===== config.mk =====
export PLATFORM = sky130hd
export DESIGN_NAME = pc_sequencer
export DESIGN_NICKNAME = d
export VERILOG_FILES = /design/src/rtl/pc_sequencer_pkg.sv /design/src/rtl/pc_target_calc.sv /design/src/rtl/pc_sequencer.sv
export SDC_FILE = /design/constraint.sdc
export NUM_CORES = 1
export LEC_CHECK = 0
export ABC_AREA = 1
export CAP_MARGIN = 15
export CORE_AREA = 2 2 145 147
export DETAILED_ROUTE_END_ITERATION = 7
export DIE_AREA = 0 0 147 149
export PLACE_DENSITY = 0.61
export SYNTH_ARGS = -nofsm -noshare
export SYNTH_HDL_FRONTEND = slang
export SYNTH_SLANG_ARGS = --single-unit

===== constraint.sdc =====
create_clock -name clk -period 6.4 [get_ports clk]
set_input_delay 0.64 -clock clk [delete_from_list [all_inputs] [get_ports clk]]
set_output_delay 0.64 -clock clk [all_outputs]
set_load 0.01 [all_outputs]

===== src/rtl/pc_sequencer_pkg.sv =====
// Shared types and constants for the program-counter sequencer.
package pc_sequencer_pkg;

  typedef enum logic [1:0] {
    RUN     = 2'd0,
    DELAY   = 2'd1,
    HALT_DS = 2'd2,
    HALTED  = 2'd3
  } pc_state_t;

  localparam logic [31:0] PC_RESET_VECTOR = 32'hBFC0_0000;
  localparam logic [31:0] PC_HALT_ADDR    = 32'h0000_0000;
  localparam logic [31:0] PC_INCR         = 32'd4;

endpackage


===== src/rtl/pc_target_calc.sv =====
// Redirect decode and target arithmetic for the instruction retiring at pc.
module pc_target_calc
  import pc_sequencer_pkg::*;
#(
  parameter logic [31:0] HALT_ADDR = PC_HALT_ADDR
) (
  input  logic [31:0] pc,
  input  logic [31:0] branch_offset,
  input  logic [25:0] jump_index,
  input  logic [31:0] reg_target,
  input  logic        is_branch,
  input  logic        branch_cond,
  input  logic        is_jump,
  input  logic        is_jump_reg,
  output logic        redirect,
  output logic [31:0] target,
  output logic        is_halt_jump
);

  logic [31:0] pc_plus4;

  always_comb begin
    pc_plus4 = pc + PC_INCR;
    redirect = is_jump_reg | is_jump | (is_branch & branch_cond);
    target   = pc_plus4;
    // JR beats J beats a taken branch when decode flags overlap
    if (is_jump_reg)
      target = reg_target;
    else if (is_jump)
      target = {pc_plus4[31:28], jump_index, 2'b00};
    else if (is_branch && branch_cond)
      target = pc_plus4 + branch_offset;
    // only unconditional jumps can halt; a branch to HALT_ADDR is ordinary
    is_halt_jump = (is_jump_reg | is_jump) && (target == HALT_ADDR);
  end

endmodule


===== src/rtl/pc_sequencer.sv =====
// Program counter sequencer: sequential fetch, redirects with one delay slot,
// and halt on an unconditional jump to HALT_ADDR.
//
// state   | meaning
// --------+---------------------------------------------------------------
// RUN     | normal fetch; a retiring redirect latches its target
// DELAY   | pc holds the delay slot; next retirement loads pending_target
// HALT_DS | delay slot of a halting jump; next retirement halts the core
// HALTED  | frozen at HALT_ADDR until reset
module pc_sequencer
  import pc_sequencer_pkg::*;
#(
  parameter logic [31:0] RESET_VECTOR = PC_RESET_VECTOR,
  parameter logic [31:0] HALT_ADDR    = PC_HALT_ADDR
) (
  input  logic        clk,
  input  logic        reset_n,
  input  logic        step,
  input  logic        is_branch,
  input  logic        branch_cond,
  input  logic [31:0] branch_offset,
  input  logic        is_jump,
  input  logic [25:0] jump_index,
  input  logic        is_jump_reg,
  input  logic [31:0] reg_target,
  output logic [31:0] pc,
  output logic [31:0] link_addr,
  output logic        in_delay_slot,
  output logic        active,
  output logic        ds_violation,
  output logic        misaligned
);

  pc_state_t   state, state_nxt;
  logic [31:0] pending_target, pending_nxt;
  logic [31:0] pc_nxt;
  logic        mis_nxt, dsv_nxt;
  logic        redirect, is_halt_jump;
  logic [31:0] target;

  pc_target_calc #(.HALT_ADDR(HALT_ADDR)) u_target (
    .pc            (pc),
    .branch_offset (branch_offset),
    .jump_index    (jump_index),
    .reg_target    (reg_target),
    .is_branch     (is_branch),
    .branch_cond   (branch_cond),
    .is_jump       (is_jump),
    .is_jump_reg   (is_jump_reg),
    .redirect      (redirect),
    .target        (target),
    .is_halt_jump  (is_halt_jump)
  );

  always_ff @(posedge clk or negedge reset_n) begin
    if (!reset_n) begin
      state          <= RUN;
      pc             <= RESET_VECTOR;
      pending_target <= 32'h0;
      misaligned     <= 1'b0;
      ds_violation   <= 1'b0;
    end else begin
      state          <= state_nxt;
      pc             <= pc_nxt;
      pending_target <= pending_nxt;
      misaligned     <= mis_nxt;
      ds_violation   <= dsv_nxt;
    end
  end

  always_comb begin
    state_nxt   = state;
    pc_nxt      = pc;
    pending_nxt = pending_target;
    mis_nxt     = misaligned;
    dsv_nxt     = 1'b0;
    unique case (state)
      RUN: begin
        if (step) begin
          pc_nxt = pc + PC_INCR;
          if (redirect) begin
            pending_nxt = target;
            state_nxt   = is_halt_jump ? HALT_DS : DELAY;
            if (target[1:0] != 2'b00) mis_nxt = 1'b1;
          end
        end
      end
      DELAY: begin
        // a redirect in the slot is dropped; the original target wins
        if (step) begin
          pc_nxt    = pending_target;
          state_nxt = RUN;
          dsv_nxt   = redirect;
        end
      end
      HALT_DS: begin
        if (step) begin
          pc_nxt    = HALT_ADDR;
          state_nxt = HALTED;
          dsv_nxt   = redirect;
        end
      end
      default: ;
    endcase
  end

  always_comb begin
    link_addr     = pc + 32'd8;
    in_delay_slot = (state == DELAY) || (state == HALT_DS);
    active        = (state != HALTED);
  end

endmodule


Word level (Yosys, flattened, before mapping). Index checks and enable logic that the tools add are counted. Widths: inputs -> output; s select.

Output and inout bits: 68. Input port bits: 97. Register bits: 68.

Eq/ne operators: 7. Mux-type cells: 15. Bitwise operators: 3. Reduce and logical (&&, ||, !) cells: 12. Add/subtract/negate cells: 3.

Operators by type and width (count): $mux 32 (6); $pmux 32 s3 (1); $add 32x3->32 const B (1); $add 32x32->32 (1); $add 32x4->32 const B (1); $logic_not 32->1 (1); $mux 2 (5); $ne 2x2->1 const B (5); $reduce_and 4->1 (2); $pmux 2 s3 (1); $reduce_and 5->1 (1); $reduce_and 3->1 (1); $reduce_bool 3->1 (1); $eq 2x1->1 const B (1); $eq 2x2->1 const B (1); $logic_and 1x1->1 (2); $logic_not 2->1 (1); $mux 1 (2); $or 1x1->1 (2); $reduce_bool 2->1 (1); $reduce_or 2->1 (1); $and 1x1->1 (1); $logic_or 1x1->1 (1).

Logic depth before layout (Yosys ltp).
Depth in word-level cells: 11. Mapped depth: 32. Depth with buffers taken out: 31.

Modules after synthesis. Synthesis repeated with hierarchy kept, for this count alone.

Cell total of the unflattened synthesis: 1629. Area, all modules: 9143.8 um^2.

Modules (own cells, without submodules): pc_target_calc (seq. area each 0.0 um^2, area an instance 4850.9 um^2, cells each 1053, instances 1); pc_sequencer (seq. area each 1712.9 um^2, area an instance 4292.9 um^2, cells each 576, instances 1).

Worst setup path before layout. No wires, ideal clock.

Path type: register to register. Start: register pc[2]. End: register state[0]. Data required time: 6283 ps. Slack: 3083 ps. Stages on the path, launching flop included: 27. Arrival time: 3200 ps. Path buffers: 1. Clock period less this slack: 3317 ps. Cell sequence: dfrtp_1 > ha_1 > nand2_1 > nor2_8 > nand3_2 > inv_2 > nand2_2 > nor2_1 > xor2_1 > inv_1 > ha_1 > clkbuf_1 > nand2_1 > nor2_1 > nand2_1 > nor3_1 > nand2_1 > nand3_1 > nand3_1 > nand2_1 > nand2_1 > nor2_1 > nand3_1 > nor2_2 > nand4_1 > nand2_1 > nand2_1.

Longest elaborated chain between the ends: 11.

Ends and longest elaborated chain: start, declared (line pc_sequencer.sv:26) `output logic [31:0] pc,`; start signal, assigned (line pc_sequencer.sv:64) `pc <= pc_nxt;`; $add 32x3->32 * (line pc_target_calc.sv:23) `pc_plus4 = pc + PC_INCR;`; $add 32x32->32 (line pc_target_calc.sv:32) `target = pc_plus4 + branch_offset;`; $mux 32 (line pc_target_calc.sv:31) `else if (is_branch && branch_cond)`; $mux 32 * (line pc_target_calc.sv:29) `else if (is_jump)`; $mux 32 * (line pc_target_calc.sv:27) `if (is_jump_reg)`; $logic_not 32->1 * (line pc_target_calc.sv:34) `is_halt_jump = (is_jump_reg | is_jump) && (target == HALT_ADDR);`; $logic_and 1x1->1 * (line pc_target_calc.sv:34); $mux 2 * (line pc_sequencer.sv:83) `state_nxt = is_halt_jump ? HALT_DS : DELAY;`; $mux 2 * (line pc_sequencer.sv:81) `if (redirect) begin`; $mux 2 * (line pc_sequencer.sv:79) `if (step) begin`; $pmux 2 s3 * (line pc_sequencer.sv:77) `unique case (state)`; end signal, assigned (line pc_sequencer.sv:63) `state <= state_nxt;`; end, declared (line pc_sequencer.sv:34) `pc_state_t state, state_nxt;`.

Every way passes the cells marked *; elsewhere a longest branch is shown, timed or not. The select of a mux whose other input is x is not followed. A chain may end at the register's enable or synchronous reset.

Worst setup path in the final report.
Start: register pc[2]. End: register state[1].

The elaborated chain is that of the path after synthesis.

==> flow_summary.yaml <==
timing:
  totalNegativeSetupSlack_ns: 0
  slew_viol_final: 0
  worst-slew-pin-transition_ns: 1.06
  slew-limit-headroom_pct: 29.0
  hold_violations: 0
  max_clock_freq_mhz: 236
  grt_setup_unrepaired: "false"
  worst_clock_skew_ns: 0.00738
  setup-violations-final: 0
  final.min_clock_period_ns: 4.24
  layout_worst_path_cycle_share_pct: 66.2
  setup_ws_ns: 2.16
  worst_hold_slack_ns: 0.465
cells_and_area:
  area_growth_syn_to_layout_pct: 26.9
  final_cell_count_no_fill: 1810
  finish.net_count: 1665
  antenna_cells: 0
  finalCoreUtilization_pct: 49.2
  drive_gt1_share_pct: 6.06
  most-common-layout-cells: "nand2_1, inv_1, clkdlybuf4s50_1"
  final_common_cell: "nand2_1"
synth:
  yosys_warnings: 0
  synth_enable_flop_cells: 0
  ys_seq_area_share_pct: 21.5
  share_of_async_settable_or_async_resettable_flops_after_synthesis_pct: 100
  yosysUniqueCellTypes: 42
  ys.flop_type: "dfrtp_1"
  yosys_register_bits: 68
  syn_avg_cell_area_um2: 5.76
  synthesized_instance_count: 1384
  post_synth_net_total: 1519
  syn_area_mm2: 0.00797
setup_path:
  setup.worst_path.end_class: "flip-flop"
  critical_path_peak_fanout: 9
  worstSetupStartpointType: "flip-flop"
  slowest_stage: "dfrtp_1"
  max_stage_delay_ns: 0.55
  timing.critical_path.mode_cell: "nand2_1"
  rr_worst_depth: 26
  timing.critical_path.required_ns: 6.69
  worst-endpoint-arrival_ns: 4.52
  setup.worst_path.class: "reg -> reg"
global_routing:
  grt_first_pass_wirelength_um: 49400
  grt_max_degree: 69
  globalRouteTotalUtil_pct: 29.5
  antenna_found_initial: 0
  grt_pass1_vias: 8916
  overflow: 0
placement:
  number_of_cells_after_detailed_placement: 1794
  pre_cts_slack_ns: 2.31
  port_buffers: 164
  post-dp-hpwl_um: 26200
  gp_congestion: 0.966
clock_tree:
  clock_latency_reported_for_the_late_side_of_the_worst_skew_pair_ns: 0.35
  clock_path_buffers: 2
  post_cts_buffers: 0
  clk_root_buffer_cell: "clkbuf_16"
  clock_sinks: 68
  cts.htree.levels: 3
  clkSlewWorstSetupHoldPaths_ns: 0.06
  cts_hold_buf: 0
  tritoncts: "yes"
  post_cts.resized_instances: 0
  cts_buffers: 9
route:
  drc: 0
  wirelength_met1_um: 13800
  avgRoutedWirePerCell_um: 17.8
  highest_metal_layer_used_by_the_detailed_router: "met4"
  drt_pre_antenna_iters: 6
  met2_wire_length_um: 14700
  dr_total_vias: 9380
  antenna_left: 0
  vias_per_cell: 5.18
  detailroute.wirelength.met3_um: 2790
  drt_first_iter_violations: 781
  drt-total-wl_um: 32300
hold_path:
  worst_hold_path_type: "in -> async"
power:
  power.ir.vdd_worst_mv: 0.414
  power-per-cell-area_mw_per_mm2: 480
  power.leakage_nw: 5.22
die:
  ioPinCount: 165
  die-area_mm2: 0.0219
  placementRows: 53
  dieWidth_um: 147
  die_height_um: 149
  core_mm2: 0.0206
  start_util_pct: 38.8
job:
  drv.max_cap_violation_count: 0
run_status:
  outcome: "completed"
[cells in the mapped netlist, types with 2 or more instances]
cell type,instances,area (um2)
a21o_1,2,15.0
a21oi_1,95,475
a22oi_1,23,173
and2_1,2,12.5
buf_1,2,7.51
buf_2,4,20.0
buf_4,5,37.5
buf_6,2,22.5
clkbuf_1,24,90.1
clkbuf_8,2,27.5
clkinv_1,2,7.51
dfrtp_1,59,1480
dfstp_2,9,236
ha_1,37,463
inv_1,214,803
inv_2,6,22.5
nand2_1,507,1900
nand2_2,11,68.8
nand2_4,2,22.5
nand3_1,108,541
nand3b_1,2,15.0
nand4_1,17,106
nor2_1,98,368
nor2_2,12,75.1
nor2_4,6,67.6
nor3_1,13,65.1
nor3_2,3,30.0
o21ai_0,39,195
o21ai_1,7,35.0
o21bai_1,7,52.6
o31ai_1,4,30.0
or2_2,16,100
xor2_1,35,307
[path summary, 6_finish.rpt]
check | startpoint | end | slack, ns
worst min-delay path | reset_n | ds_violation$_DFF_PN0_ | 0.46
min in group clk | pending_target[31]$_DFFE_PN0P_ | pending_target[31]$_DFFE_PN0P_ | 0.48
worst min register to register | pending_target[31]$_DFFE_PN0P_ | pending_target[31]$_DFFE_PN0P_ | 0.48
worst max-delay path | pc[2]$_DFFE_PN0P_ | state[1]$_DFFE_PN0P_ | 2.16
worst max register to register | pc[2]$_DFFE_PN0P_ | state[1]$_DFFE_PN0P_ | 2.16
max in group asynchronous | reset_n | pending_target[27]$_DFFE_PN0P_ | 5.29
[worst max-delay path, delay by kind of cell (launching register included)]
family / cells / cell delay (ns)
XOR/XNOR: 1 / 0.21
adder cells (fa/ha/maj): 2 / 0.67
buffers and inverters: 2 / 0.26
flip-flops: 1 / 0.55
AND/OR/NAND/NOR: 21 / 2.48
[cell families (layout without fill, tap and decap cells)]
| group | count (synthesis) | count (layout) | synth area share [%] |
|---|---|---|---|
| AOI/OAI and AO/OA | 180 | 180 | 12.5 |
| adders and majority gates | 38 | 38 | 6.06 |
| DFF | 68 | 68 | 21.5 |
| buffers and inverters | 261 | 412 | 13.0 |
| and+or+nand+nor | 801 | 801 | 42.9 |
| xor gates and xnor gates | 36 | 36 | 3.96 |
[registers in the layout, summed over array words and instances, names as in the netlist]
signal,count
misaligned,1
pending_target,32
ds_violation,1
state,2
pc,32
[layout make-up]
type | instances | area (um2)
fill | 2238 | 10400
multi-input combinational | 1055 | 5220
sequential | 68 | 1710
timing repair buffer | 174 | 1710
inverter | 222 | 833
tap | 275 | 344
clock buffer | 15 | 288
clock inverter | 1 | 5.00
[layer usage]
layer  up-vias  GRT usage, %
met2       433          49.0
met1      4258          38.8
met3        48          6.21
met4         0          8.70
met5         -             0
li1       4641             -
[where the power goes]
group / internal, mW / leakage [nW] / total, mW / switching [mW]
Clock: 0.305 / 0.146 / 0.505 / 0.201
Sequential: 0.674 / 0.814 / 0.957 / 0.283
Combinational: 1.27 / 4.26 / 3.39 / 2.12
Total: 2.25 / 5.22 / 4.86 / 2.61
[stage by stage]
step	total power, mW	instance area [um2]
5_1_grt	5.29	10100
3_5_place_dp	4.32	9820
4_1_cts	4.84	10100
6_report	4.86	10100
2_1_floorplan	3.03	7970
3_3_place_gp	4.30	9820
No activity file was read; power rests on OpenSTA's default activity.
==> variant 1 (config.mk and constraints unchanged) <==
Make the reset (`reset_n`) synchronous in one clocked block.
--- a/src/rtl/pc_sequencer.sv
+++ b/src/rtl/pc_sequencer.sv
@@ -52,7 +52,7 @@
     .is_halt_jump  (is_halt_jump)
   );
 
-  always_ff @(posedge clk or negedge reset_n) begin
+  always_ff @(posedge clk) begin
     if (!reset_n) begin
       state          <= RUN;
       pc             <= RESET_VECTOR;
Function: differs if reset_n is asserted again (counterexample within 4 cycles, from zero or initial values and one cycle with reset_n low); with reset_n held inactive, the same outputs for 4 cycles.
==> variant 1 against the original RTL <==
- routed wire length is 1.1% higher
- power shrank 10%
- sequential cell count stayed put
- final area down 0.97%
- critical path depth shrank 1
- sequential power shrank 17%
- area after synthesis down 2.7%
- setup slack lost 220 ps
==> variant 1: results (changes against the original RTL) <==
<table>
<tr><th>Metric</th><th>Value</th></tr>
<tr><th colspan="2">Worst setup path</th></tr>
<tr><td>Maximum fanout count along the critical path</td><td>6 (was 9)</td></tr>
<tr><td>Setup slack of the worst register-to-register path</td><td>1940 ps (was 2160 ps)</td></tr>
<tr><td>Depth of the worst register-to-register path</td><td>25 (was 26)</td></tr>
<tr><td>Critical Path Max Stage Delay</td><td>430 ps (was 550 ps)</td></tr>
<tr><td>Crit path DAT</td><td>4640 ps (was 4520 ps)</td></tr>
<tr><td>R2R Path Start</td><td>pc[4]$_SDFFE_PN0P_ (was pc[2]$_DFFE_PN0P_)</td></tr>
<tr><td>Reg-to-reg critical path endpoint</td><td>state[0]$_SDFFE_PN0P_ (was state[1]$_DFFE_PN0P_)</td></tr>
<tr><th colspan="2">Global route</th></tr>
<tr><td>Largest net degree at the start of global routing</td><td>55 (was 69)</td></tr>
<tr><td>Vias in the first global route</td><td>8941 (was 8916)</td></tr>
<tr><td>Wire length of the first global-routing pass</td><td>49.8 mm (was 49.4 mm)</td></tr>
<tr><th colspan="2">Placement</th></tr>
<tr><td>Number of cells after detailed placement</td><td>1831 (was 1794)</td></tr>
<tr><td>Final Wtd Congestion</td><td>1.02 (was 0.966)</td></tr>
<tr><th colspan="2">Hold path</th></tr>
<tr><td>Min-Delay Path Class</td><td>flip-flop to flip-flop (was input port to async pin)</td></tr>
<tr><th colspan="2">Route</th></tr>
<tr><td>DR vias</td><td>9505 (was 9380)</td></tr>
<tr><td>Detail-routed via count per cell</td><td>5.15 (was 5.18)</td></tr>
<tr><td>Average wire per cell in the routed design</td><td>17.7 um (was 17.8 um)</td></tr>
<tr><td>Number of design-rule violations left by the first detailed-router iteration</td><td>814 (was 781)</td></tr>
<tr><th colspan="2">Outcome</th></tr>
<tr><td>Result of the run</td><td>complete, no violations (unchanged)</td></tr>
<tr><th colspan="2">Finish</th></tr>
<tr><td>Final layout net count</td><td>1702 (was 1665)</td></tr>
<tr><th colspan="2">Yosys</th></tr>
<tr><td>Predominant post-synthesis flop cell</td><td>sky130_fd_sc_hd__dfxtp_1 (was sky130_fd_sc_hd__dfrtp_1)</td></tr>
<tr><td>Proportion of synthesized chip area in sequential cells</td><td>17.6% (was 21.5%)</td></tr>
<tr><td>Mean cell area of the mapped netlist</td><td>5.44 sq um (was 5.76 sq um)</td></tr>
<tr><td>Proportion of synthesized flip-flops having asynchronous set or reset</td><td>0% (was 100%)</td></tr>
<tr><td>Synth cell types</td><td>39 (was 42)</td></tr>
<tr><td>Post-synth net total</td><td>1560 (was 1519)</td></tr>
<tr><th colspan="2">STA</th></tr>
<tr><td>Slew at the pin with the worst max-slew slack</td><td>1160 ps (was 1060 ps)</td></tr>
<tr><td>Worst Skew</td><td>5.88 ps (was 7.38 ps)</td></tr>
<tr><th colspan="2">Power</th></tr>
<tr><td>Leak</td><td>4.95 nW (was 5.22 nW)</td></tr>
</table>
==> variant 1: cell count changes after synthesis, moves of 24 or more <==
cell	before	now
sky130_fd_sc_hd__o21ai_0	39	65
sky130_fd_sc_hd__dfxtp_1	0	68
sky130_fd_sc_hd__dfrtp_1	59	0
sky130_fd_sc_hd__nor2_1	98	141
sky130_fd_sc_hd__nand2_1	507	483
==> variant 1: power by group <==
part	leakage, nW	switching [mW]	internal, mW	total [mW]
Clock	0.181	0.206	0.424	0.630
Sequential	0.561	0.221	0.578	0.798
Combinational	4.21	1.84	1.10	2.94
==> variant 1: logic make-up after synthesis <==
logic type                 share of synthesized area, %
AOI/OAI and AO/OA                                  16.2
xor gates and xnor gates                           5.53
adders and majority gates                          6.23
buffers and inverters                              13.4
DFF                                                17.6
and+or+nand+nor                                    41.0
==> variant 1: per-layer routing <==
| layer | global-route usage, % | share of wire, % |
|---|---|---|
| met1 | 40.9 | 45 |
| met4 | 10.2 | 3.4 |
| met5 | 0 | 0 |
| met2 | 46.1 | 43 |
| met3 | 5.08 | 8.2 |
==> variant 1: through the flow <==
step           util (%)  worst slack (ps)
2_1_floorplan         -              3110
3_3_place_gp       46.9              1980
3_5_place_dp       46.9              1990
4_1_cts            48.7              1960
5_1_grt            48.7              1470
6_report           48.7              1940
==> variant 1: worst max-delay path by stage <==
stage / endpoint / slack (ps) / depth (start not counted)
6_report: state[0]$_SDFFE_PN0P_ / 1940 / 25
5_1_grt: state[0]$_SDFFE_PN0P_ / 1470 / 26
2_1_floorplan: state[0]$_SDFFE_PN0P_ / 3110 / 27
3_5_place_dp: state[0]$_SDFFE_PN0P_ / 1990 / 26
3_3_place_gp: state[0]$_SDFFE_PN0P_ / 1980 / 26
4_1_cts: state[0]$_SDFFE_PN0P_ / 1960 / 27
==> variant 1: tightest hold or removal path: cells and delay by family, from the launching register on <==
family	cells	cell delay, ps
compound gates	1	60
flops	1	310
simple gates	1	60
==> variant 1: cell type report <==
class	count	share of cell area, %
clock inverters	7	1.46
clock buffers	9	2.25
well taps	275	3.44
inverters	230	8.62
flip-flops and latches	68	13.6
repair buffers	174	17.1
multi-input cells	1084	53.5
==> variant 2 (config.mk and constraints unchanged) <==
Without the edit above. Register the output `link_addr`, with the module's reset; this adds one clock of latency there. The other outputs are not delayed to match.
--- a/src/rtl/pc_sequencer.sv
+++ b/src/rtl/pc_sequencer.sv
@@ -30,6 +30,8 @@
   output logic        ds_violation,
   output logic        misaligned
 );
+
+  logic [31:0] link_addr_d;
 
   pc_state_t   state, state_nxt;
   logic [31:0] pending_target, pending_nxt;
@@ -105,10 +107,18 @@
   end
 
   always_comb begin
-    link_addr     = pc + 32'd8;
+    link_addr_d   = pc + 32'd8;
     in_delay_slot = (state == DELAY) || (state == HALT_DS);
     active        = (state != HALTED);
   end
 
+  always_ff @(posedge clk or negedge reset_n) begin
+    if (!reset_n) begin
+      link_addr <= '0;
+    end else begin
+      link_addr <= link_addr_d;
+    end
+  end
+
 endmodule
 
Function: changed (Yosys sat finds a counterexample within 4 cycles, from zero or initial values and one cycle with reset_n low).
==> variant 2 against the original RTL <==
- utilization increased by 3.5 points
- largest power group unchanged
- area after synthesis up 8.3%
- critical endpoint is now state[0]$_DFFE_PN0P_
- final area increased by 7.1%
- sequential cell count grew 32
- maximum frequency decreased by 4.2%
- synthesized cell count grew 1.7%
- setup slack worse by 190 ps
- routed wire length fell by 1.4%
- power is 5.0% higher
==> variant 2: results (changes against the original RTL) <==
<table>
<tr><th>Metric</th><th>Value</th></tr>
<tr><th colspan="2">Outcome</th></tr>
<tr><td>Result of the run</td><td>complete, no violations (unchanged)</td></tr>
<tr><th colspan="2">Power</th></tr>
<tr><td>Leak</td><td>5.46 nW (was 5.22 nW)</td></tr>
<tr><td>Max IR drop VDD</td><td>0.000453 V (was 0.000414 V)</td></tr>
<tr><th colspan="2">Global route</th></tr>
<tr><td>Wire length of the first global-routing pass</td><td>49.3 mm (was 49.4 mm)</td></tr>
<tr><td>Largest net degree at the start of global routing</td><td>66 (was 69)</td></tr>
<tr><td>Vias in the first global route</td><td>8824 (was 8916)</td></tr>
<tr><th colspan="2">Finish</th></tr>
<tr><td>Share of layout cells above drive strength 1</td><td>6.16% (was 6.06%)</td></tr>
<tr><td>Final layout net count</td><td>1689 (was 1665)</td></tr>
<tr><td>Largest registers in the final layout</td><td>link_addr (32), pc (32), pending_target (32) (was pc (32), pending_target (32), state (2))</td></tr>
<tr><th colspan="2">Yosys</th></tr>
<tr><td>Synth cell types</td><td>41 (was 42)</td></tr>
<tr><td>Mean cell area of the mapped netlist</td><td>6.13 sq um (was 5.76 sq um)</td></tr>
<tr><td>Proportion of synthesized chip area in sequential cells</td><td>29.1% (was 21.5%)</td></tr>
<tr><td>Top cells by area, synth</td><td>sky130_fd_sc_hd__dfrtp_1 (26%), sky130_fd_sc_hd__nand2_1 (23%), sky130_fd_sc_hd__inv_1 (8.4%) (was sky130_fd_sc_hd__nand2_1 (24%), sky130_fd_sc_hd__dfrtp_1 (19%), sky130_fd_sc_hd__inv_1 (10%))</td></tr>
<tr><th colspan="2">Placement</th></tr>
<tr><td>Final Wtd Congestion</td><td>0.959 (was 0.966)</td></tr>
<tr><td>Number of cells after detailed placement</td><td>1818 (was 1794)</td></tr>
<tr><th colspan="2">Route</th></tr>
<tr><td>Wl on met1</td><td>14.1 mm (was 13.8 mm)</td></tr>
<tr><td>Detail-routed via count per cell</td><td>5.06 (was 5.18)</td></tr>
<tr><td>Routed wl met3</td><td>2.27 mm (was 2.79 mm)</td></tr>
<tr><td>Total detailed-routing wirelength</td><td>31.8 mm (was 32.3 mm)</td></tr>
<tr><th colspan="2">STA</th></tr>
<tr><td>Worst Skew</td><td>6.25 ps (was 7.38 ps)</td></tr>
</table>
-- variant 2: cell count changes in the layout (fill, tap and decap cells not counted), sizes merged, moves of 6 or more --
cell	delta
nand3	-16
nor2	+29
a31oi	+27
o21ai	+12
inv	-20
a22oi	-23
dfrtp	+32
nand4	-6
a21oi	-35
nand2	+22
-- variant 2: path summary, 6_finish.rpt --
kind / start / to / slack [ps] / cells past startpoint
hold / removal: reset_n / link_addr[25]$_DFF_PN0_ / 240 / 1
max in group asynchronous: reset_n / link_addr[1]$_DFF_PN0_ / 4950 / 2
min in group clk: pending_target[17]$_DFFE_PN0P_ / pending_target[17]$_DFFE_PN0P_ / 480 / 2
setup / recovery: pc[2]$_DFFE_PN0P_ / state[0]$_DFFE_PN0P_ / 1980 / 26
setup reg to reg: pc[2]$_DFFE_PN0P_ / state[0]$_DFFE_PN0P_ / 1980 / 26
hold reg to reg: pending_target[17]$_DFFE_PN0P_ / pending_target[17]$_DFFE_PN0P_ / 480 / 2
-- variant 2: report_power, final --
group	internal (mW)	total, mW	switching [mW]
clock network	0.303	0.542	0.238
registers	0.974	1.28	0.309
logic	1.23	3.27	2.04
total	2.51	5.10	2.59
-- variant 2: per-layer routing --
| layer | global-route usage, % | vias up |
|---|---|---|
| li1 | - | 4688 |
| met4 | 8.61 | 0 |
| met2 | 48.5 | 335 |
| met1 | 39.3 | 4203 |
| met3 | 5.47 | 47 |
| met5 | 0 | - |
-- variant 2: final cells by class --
cell class	count	area (sq um)	area share [%]
Multi-Input combinational cell	1068	5210	48.1
Sequential cell	100	2510	23.2
Timing Repair Buffer	173	1710	15.8
Inverter	202	758	7.00
Tap cell	275	344	3.18
Clock buffer	10	229	2.11
Clock inverter	6	65.1	0.601
